### config.mk
export PLATFORM = sky130hd
export DESIGN_NAME = ascon_round
export DESIGN_NICKNAME = d
export VERILOG_FILES = /design/src/rtl/ascon_pkg.sv /design/src/rtl/ascon_sbox_layer.sv /design/src/rtl/ascon_round.sv
export SDC_FILE = /design/constraint.sdc
export NUM_CORES = 1
export LEC_CHECK = 0
export CORE_AREA = 2 2 255 257
export CTS_CLUSTER_SIZE = 8
export DETAILED_ROUTE_END_ITERATION = 16
export DIE_AREA = 0 0 257 259
export PLACE_DENSITY = 0.71
export SLEW_MARGIN = 20
export SYNTH_ARGS = -nofsm -noshare
export SYNTH_HDL_FRONTEND = slang
export SYNTH_SLANG_ARGS = --single-unit
### constraint.sdc
create_clock -name clk -period 1 [get_ports clk]
set_input_delay 0.1 -clock clk [delete_from_list [all_inputs] [get_ports clk]]
set_output_delay 0.1 -clock clk [all_outputs]
set_load 0.02 [all_outputs]
### src/rtl/ascon_pkg.sv
// ascon_pkg
//   Shared types and constants for the Ascon permutation datapath and its
//   round sequencer.
//   - word_t / state_t : 64-bit lane and 5-lane (320-bit) state
//   - ROTn_A / ROTn_B  : linear-layer rotate-right amounts for lane n
//   - RC               : the 12 standard round constants; p12 uses all of
//                        them, p8 starts at index 4, p6 starts at index 6
//   - rotr             : 64-bit rotate right
//   - round_const      : constant for step idx of a p^rounds permutation
package ascon_pkg;

  typedef logic [63:0]       word_t;
  typedef logic [4:0][63:0]  state_t;

  localparam int unsigned ROT0_A = 19;
  localparam int unsigned ROT0_B = 28;
  localparam int unsigned ROT1_A = 61;
  localparam int unsigned ROT1_B = 39;
  localparam int unsigned ROT2_A = 1;
  localparam int unsigned ROT2_B = 6;
  localparam int unsigned ROT3_A = 10;
  localparam int unsigned ROT3_B = 17;
  localparam int unsigned ROT4_A = 7;
  localparam int unsigned ROT4_B = 41;

  localparam int unsigned NUM_RC    = 12;
  localparam int unsigned P12_START = 0;
  localparam int unsigned P8_START  = 4;
  localparam int unsigned P6_START  = 6;

  localparam logic [7:0] RC [NUM_RC] = '{
    8'hf0, 8'he1, 8'hd2, 8'hc3, 8'hb4, 8'ha5,
    8'h96, 8'h87, 8'h78, 8'h69, 8'h5a, 8'h4b
  };

  // Rotate right; n = 0 is safe because a 64-bit shift by 64 yields zero.
  function automatic word_t rotr(input word_t x, input int unsigned n);
    return (x >> n) | (x << (64 - n));
  endfunction

  // A p^rounds permutation uses the last `rounds` entries of RC, so step
  // idx maps to RC[NUM_RC - rounds + idx]. Out-of-range requests give 0.
  function automatic logic [7:0] round_const(input int unsigned rounds,
                                             input int unsigned idx);
    int unsigned pos;
    pos = NUM_RC - rounds + idx;
    if (rounds > NUM_RC || idx >= rounds) begin
      return 8'h00;
    end
    return RC[pos];
  endfunction

endpackage

### src/rtl/ascon_sbox_layer.sv
// ascon_sbox_layer
//   Purely combinational bitsliced Ascon 5-bit S-box applied to all 64
//   columns of the state at once. Column b is the 5-bit value
//   {x0[b], x1[b], x2[b], x3[b], x4[b]} with x0 as the MSB.
//   Ports:
//     x0..x4 : state lanes before the S-box (constant already added)
//     y0..y4 : state lanes after the S-box
module ascon_sbox_layer
  import ascon_pkg::*;
(
  input  logic [63:0] x0,
  input  logic [63:0] x1,
  input  logic [63:0] x2,
  input  logic [63:0] x3,
  input  logic [63:0] x4,
  output logic [63:0] y0,
  output logic [63:0] y1,
  output logic [63:0] y2,
  output logic [63:0] y3,
  output logic [63:0] y4
);

  // Input mixing; x1 and x3 pass through unchanged at this step.
  word_t a0, a2, a4;
  // Chi-like nonlinear terms, each built from the mixed lanes.
  word_t t0, t1, t2, t3, t4;
  // Lanes after the nonlinear XOR.
  word_t b0, b1, b2, b3, b4;

  assign a0 = x0 ^ x4;
  assign a4 = x4 ^ x3;
  assign a2 = x2 ^ x1;

  assign t0 = ~a0 & x1;
  assign t1 = ~x1 & a2;
  assign t2 = ~a2 & x3;
  assign t3 = ~x3 & a4;
  assign t4 = ~a4 & a0;

  assign b0 = a0 ^ t1;
  assign b1 = x1 ^ t2;
  assign b2 = a2 ^ t3;
  assign b3 = x3 ^ t4;
  assign b4 = a4 ^ t0;

  // Output mixing: x1 and x3 take the updated b0/b2, x0 takes updated b4.
  assign y1 = b1 ^ b0;
  assign y0 = b0 ^ b4;
  assign y3 = b3 ^ b2;
  assign y2 = ~b2;
  assign y4 = b4;

endmodule

### src/rtl/ascon_round.sv
// ascon_round
//   One Ascon p_C round (constant addition, S-box layer, linear layer)
//   computed combinationally and captured in an output register, giving a
//   single pipeline stage with one round per cycle and no backpressure.
//   Ports:
//     clk, rst_n        : rising-edge clock, asynchronous active-low reset
//     in_valid          : qualifies c_r and x0..x4 this cycle
//     c_r               : round constant, XORed into the low byte of x2
//     x0..x4            : state lanes in (bit 63 is the lane MSB)
//     out_valid         : x*_out holds a round computed on the last edge
//     x0_out..x4_out    : registered state lanes after one round
//   The block keeps no round count; the caller sequences constants and may
//   feed x*_out back to x* to run p^n over n consecutive valid cycles.
module ascon_round
  import ascon_pkg::*;
(
  input  logic        clk,
  input  logic        rst_n,
  input  logic        in_valid,
  input  logic [7:0]  c_r,
  input  logic [63:0] x0,
  input  logic [63:0] x1,
  input  logic [63:0] x2,
  input  logic [63:0] x3,
  input  logic [63:0] x4,
  output logic        out_valid,
  output logic [63:0] x0_out,
  output logic [63:0] x1_out,
  output logic [63:0] x2_out,
  output logic [63:0] x3_out,
  output logic [63:0] x4_out
);

  // ---- stage p0: combinational round on the input lanes ----
  word_t x2_c_p0;
  word_t s0_p0, s1_p0, s2_p0, s3_p0, s4_p0;
  word_t l0_p0, l1_p0, l2_p0, l3_p0, l4_p0;
  logic  vld_p0;

  assign vld_p0  = in_valid;

  // Any 8-bit constant is accepted, not only the 12 standard ones.
  assign x2_c_p0 = x2 ^ {56'b0, c_r};

  ascon_sbox_layer u_sbox (
    .x0 (x0),
    .x1 (x1),
    .x2 (x2_c_p0),
    .x3 (x3),
    .x4 (x4),
    .y0 (s0_p0),
    .y1 (s1_p0),
    .y2 (s2_p0),
    .y3 (s3_p0),
    .y4 (s4_p0)
  );

  // Each lane diffuses only within itself.
  assign l0_p0 = s0_p0 ^ rotr(s0_p0, ROT0_A) ^ rotr(s0_p0, ROT0_B);
  assign l1_p0 = s1_p0 ^ rotr(s1_p0, ROT1_A) ^ rotr(s1_p0, ROT1_B);
  assign l2_p0 = s2_p0 ^ rotr(s2_p0, ROT2_A) ^ rotr(s2_p0, ROT2_B);
  assign l3_p0 = s3_p0 ^ rotr(s3_p0, ROT3_A) ^ rotr(s3_p0, ROT3_B);
  assign l4_p0 = s4_p0 ^ rotr(s4_p0, ROT4_A) ^ rotr(s4_p0, ROT4_B);

  // ---- stage p1: output register ----
  // The state is cleared by reset along with the valid flag so that a
  // mid-stream reset never leaks a previous state onto the outputs.
  always_ff @(posedge clk or negedge rst_n) begin
    if (!rst_n) begin
      out_valid <= 1'b0;
      x0_out    <= '0;
      x1_out    <= '0;
      x2_out    <= '0;
      x3_out    <= '0;
      x4_out    <= '0;
    end else begin
      out_valid <= vld_p0;
      if (vld_p0) begin
        x0_out <= l0_p0;
        x1_out <= l1_p0;
        x2_out <= l2_p0;
        x3_out <= l3_p0;
        x4_out <= l4_p0;
      end
    end
  end

endmodule

==> qor.yml, run 1 <==
status:
  status: "aborted with a tool error"
  haltStage: "global routing"
  tool.error: "[ERROR GRT-0232] Routing congestion too high. Check the congestion heatmap in the GUI."
yosys:
  yosys-top-cells-count: "xnor2_1, dfrtp_1, nor2_1"
  synth-seq-cells: 321
  syn_area_mm2: 0.0275
  synth.most_common_cell: "xnor2_1"
  async_reset_ff_share_pct: 100
  ys.flop_type: "dfrtp_1"
  yosysUniqueCellTypes: 22
  synthTopCellsByArea: "dfrtp_1, xnor3_1, xnor2_1"
  ys_seq_area_share_pct: 29.3
  synth_top_area_share_pct: 29.3
  synth_edf_count: 0
  ys_warn_count: 0
  syn-num-nets: 2910
  postSynthAreaPerCell_um2: 11.2
  synth_top_cell_by_area: "dfrtp_1"
  synthCells: 2451
placed_design:
  gp_congestion: 0.983
  dpl.hpwl_mm: 113
  io_buffers: 651
clocking:
  cts_root_buf: "clkbuf_16"
  numCtsBuffers: 47
  htreeDepth: 2
  cts_buffer_depth: 3
  cts.sink_count: 321
floorplan:
  die_x_um: 257
  start_util_pct: 43.0
  chipHeight_um: 259
  fp-row-count: 93
  io_pins: 652
grt:
  antenna_found_initial: 19
  grt_max_degree: 72
  track_usage_pct: 95.8
  grt.overflow.total: 3621
sta:
  endpoint_type: "register input"
  grt-worst-endpoint: "x0_out[32]$_DFFE_PN0P_/D"
-- per-layer routing --
| layer | GRT usage [%] | overflow |
|---|---|---|
| met1 | 86.9 | 32 |
| met3 | 76.8 | 42 |
| met2 | 119 | 2628 |
| met5 | 44.9 | 5 |
| met4 | 111 | 914 |
-- through the flow --
| step | util [%] | instance area, um2 | worst slack (ns) | hold slack, ns | std cells |
|---|---|---|---|---|---|
| 2_1_floorplan | - | 34500 | -0.623 | -0.196 | 2451 |
| 3_3_place_gp | 77.4 | 49500 | -1.95 | 0.161 | 4788 |
| 3_5_place_dp | 77.4 | 49500 | -1.91 | 0.164 | 4788 |
| 4_1_cts | 89.5 | 57200 | -0.429 | 0.0439 | 5225 |
-- cell families after synthesis --
family                     count (synthesis)  synth area share, %
and+or+nand+nor                          463                 6.38
xor gates and xnor gates                 904                 44.1
adders and majority gates                129                 5.87
AOI/OAI and AO/OA                        281                 5.12
DFF                                      321                 29.3
muxes                                    166                 6.75
buffers and inverters                    187                 2.56
-- timing repair --
item,4_1_cts
resized for setup,3699
hold endpoints to repair,327
pin swaps,747
endpoints found under the setup margin,641
setup buffers,402
hold buffers,2
==> inputs of run 2 (changes only) <==
--- a/config.mk
+++ b/config.mk
@@ -5,11 +5,9 @@
 export SDC_FILE = /design/constraint.sdc
 export NUM_CORES = 1
 export LEC_CHECK = 0
-export CORE_AREA = 2 2 255 257
-export CTS_CLUSTER_SIZE = 8
+export CORE_UTILIZATION = 40
 export DETAILED_ROUTE_END_ITERATION = 16
-export DIE_AREA = 0 0 257 259
-export PLACE_DENSITY = 0.71
+export PLACE_DENSITY_LB_ADDON = 0.15
 export SLEW_MARGIN = 20
 export SYNTH_ARGS = -nofsm -noshare
 export SYNTH_HDL_FRONTEND = slang
==> run 2 against run 1 <==
The flow now finishes, with violations (setup timing); area after synthesis unchanged; synthesized cell count unchanged.
==> qor.yml, run 2 <==
status:
  status: "finished, violations left"
  violations: "setup timing"
final_layout:
  area_growth_pct: 124
  layout_commonest_cell: "buf_4"
  final_cell_mix: "buf_4, buf_6, dfrtp_1"
  drive_gt1_share_pct: 73.6
  post-route-cell-area_mm2: 0.0615
  fillCellCount: 2312
  multi_input_area_mm2: 0.0288
  nNetsFinal: 4907
  regArea_mm2: 0.00811
floorplan:
  fp-row-count: 95  # +2.2%
  chipHeight_um: 264  # +1.9%
  start_util_pct: 40.7  # -2.3 points
  io_pins: 652  # unchanged
  die_x_um: 264  # +2.7%
  core_mm2: 0.0675
  dieArea_mm2: 0.0697
sta:
  post-route-period-util_pct: 170
  setup-tns-final_ns: -149.38
  hold_viol: 0
  fmax_mhz: 587
  maxSlewHeadroom_pct: 52.9
  setup_viol: 600
  tightest_slew_ns: 0.702
  timing.hold.ws_ns: 0.00812
  period_minus_slack_ns: 1.70
  fin_skew_ns: 0
  rsz0062_at_grt: "yes"
  drv_slew: 0
  fin_ws_ns: -0.703
yosys:
  synth_edf_count: 0  # unchanged
  synthTopCellsByArea: "dfrtp_1, xnor3_1, xnor2_1"
  synth_top_cell_by_area: "dfrtp_1"
  yosys-top-cells-count: "xnor2_1, dfrtp_1, nor2_1"
  ys.flop_type: "dfrtp_1"
  yosysUniqueCellTypes: 22  # unchanged
  ys_warn_count: 0  # unchanged
  synthCells: 2451  # unchanged
  synth-seq-cells: 321  # unchanged
  async_reset_ff_share_pct: 100  # unchanged
  syn_area_mm2: 0.0275  # unchanged
  synth.most_common_cell: "xnor2_1"
  ys_seq_area_share_pct: 29.3  # unchanged
  synth_top_area_share_pct: 29.3  # unchanged
  postSynthAreaPerCell_um2: 11.2  # unchanged
  syn-num-nets: 2910  # unchanged
clocking:
  cts.sink_count: 321  # unchanged
  htreeDepth: 2  # unchanged
  tritoncts: "yes"
  clock_latency_ns: 0.61
  cts_root_buf: "clkbuf_16"
  path_clk_slew_ns: 0.07
  cts_buffer_depth: 3  # unchanged
  numCtsBuffers: 41  # -13%
route:
  vias: 29811
  drt-initial-drc-count: 2666
  ant_nets: 0
  first_pass_iters: 7
  drt-total-wl_mm: 172
  wl_per_cell_um: 32.0
  viasPerCell: 5.57
  drc: 0
setup_path:
  cp_max_fo: 5
  worst_setup_path_end_kind: "flop"
  crit_type: "in -> reg"
  cp-start-kind: "input pin"
  arrival_ns: 2.23
  cp.required_ns: 1.53
grt:
  grt.overflow.total: 0
  grt_pass1_vias: 29417
  grt_pass1_wl_mm: 207
  grt_max_degree: 49
  antenna_found_initial: 4
  track_usage_pct: 42.1
placed_design:
  postPlaceCellArea_mm2: 0.0494  # -0.16%
  dpl.hpwl_mm: 116  # +2.1%
  gp_congestion: 1.01  # +2.3%
  io_buffers: 651  # unchanged
power_and_ir_drop:
  vdd_ir_drop_max_mv: 2.17
  power_mw: 142
  powerDensity_mw_per_mm2: 2300
  leakagePower_nw: 28.9
hold_path:
  min_path_type: "in -> async"
job:
  cap_violations: 0
## run 2: power by group
group	internal [mW]	switching, mW	total, mW
registers	19.5	9.13	28.6
clock network	9.71	7.02	16.7
logic	54.9	41.2	96.1
total	84.2	57.3	142
## run 2: layer usage
metal	track usage (%)	share of wire, %	wire length, um	up-vias
li1	-	-	-	11989
met1	50.6	33	56700	14922
met2	68.9	46	79000	2089
met3	9.06	10	17600	807
met4	26.2	11	18300	4
met5	0	0.013	22	-
## run 2: metrics by stage
step	worst slack (ns)	cells	utilization [%]
6_report	-0.703	5355	91.0
5_1_grt	-0.658	5355	91.0
4_1_cts	-0.436	5215	84.0
3_5_place_dp	-1.62	4791	73.2
3_3_place_gp	-1.60	4791	73.2
2_1_floorplan	-0.623	2451	-
## run 2: worst max-delay path, cell delays in order
cell and delay (ns):
buf_4 0.13, inv_2 0.06, ha_4 0.25, xnor2_2 0.15
xnor2_2 0.56, buf_4 0.27, buf_4 0.13, xnor3_1 0.39
a21oi_2 0.17
## run 2: path summary, 6_finish.rpt
check                      startpoint  cells after the start  slack (ns)    endpoint
max                            x3[52]                      9       -0.70  x0_out[52]
min                             rst_n                      2       0.008  x0_out[14]
max reg2reg                x3_out[52]                      3       -0.14  x3_out[52]
min reg2reg                x3_out[40]                      1        0.55  x3_out[40]
max in group asynchronous       rst_n                      3        0.34   x1_out[7]
min in group clk             in_valid                      3        0.06  x4_out[48]
## run 2: area by class of cell
| type | instances | share of cell area (%) |
|---|---|---|
| antenna | 2 | 0.00814 |
| clock buffer | 57 | 1.95 |
| clock inverter | 18 | 0.419 |
| inverter | 133 | 2.11 |
| multi-input combinational | 1943 | 46.8 |
| sequential | 321 | 13.2 |
| tap | 873 | 1.78 |
| timing repair buffer | 2008 | 33.7 |
## run 2: kinds of logic (layout without fill, tap and decap cells)
group,Yosys count,count (layout),synth area share (%)
other,0,2,0
DFF,321,321,29.3
adders and majority gates,129,129,5.87
and+or+nand+nor,463,463,6.38
xor gates and xnor gates,904,904,44.1
AOI/OAI and AO/OA,281,281,5.12
muxes,166,166,6.75
buffers and inverters,187,2216,2.56
## run 2: what timing repair did
action | CTS | global route
setup endpoints to repair | 641 | 624
pin swaps | 675 | 691
hold buffers | 2 | 0
resized for setup | 3503 | 1128
endpoints found under the hold margin | 322 | 0
buffers inserted | 374 | 281
Note: power is estimated with default switching activity, not from simulation.
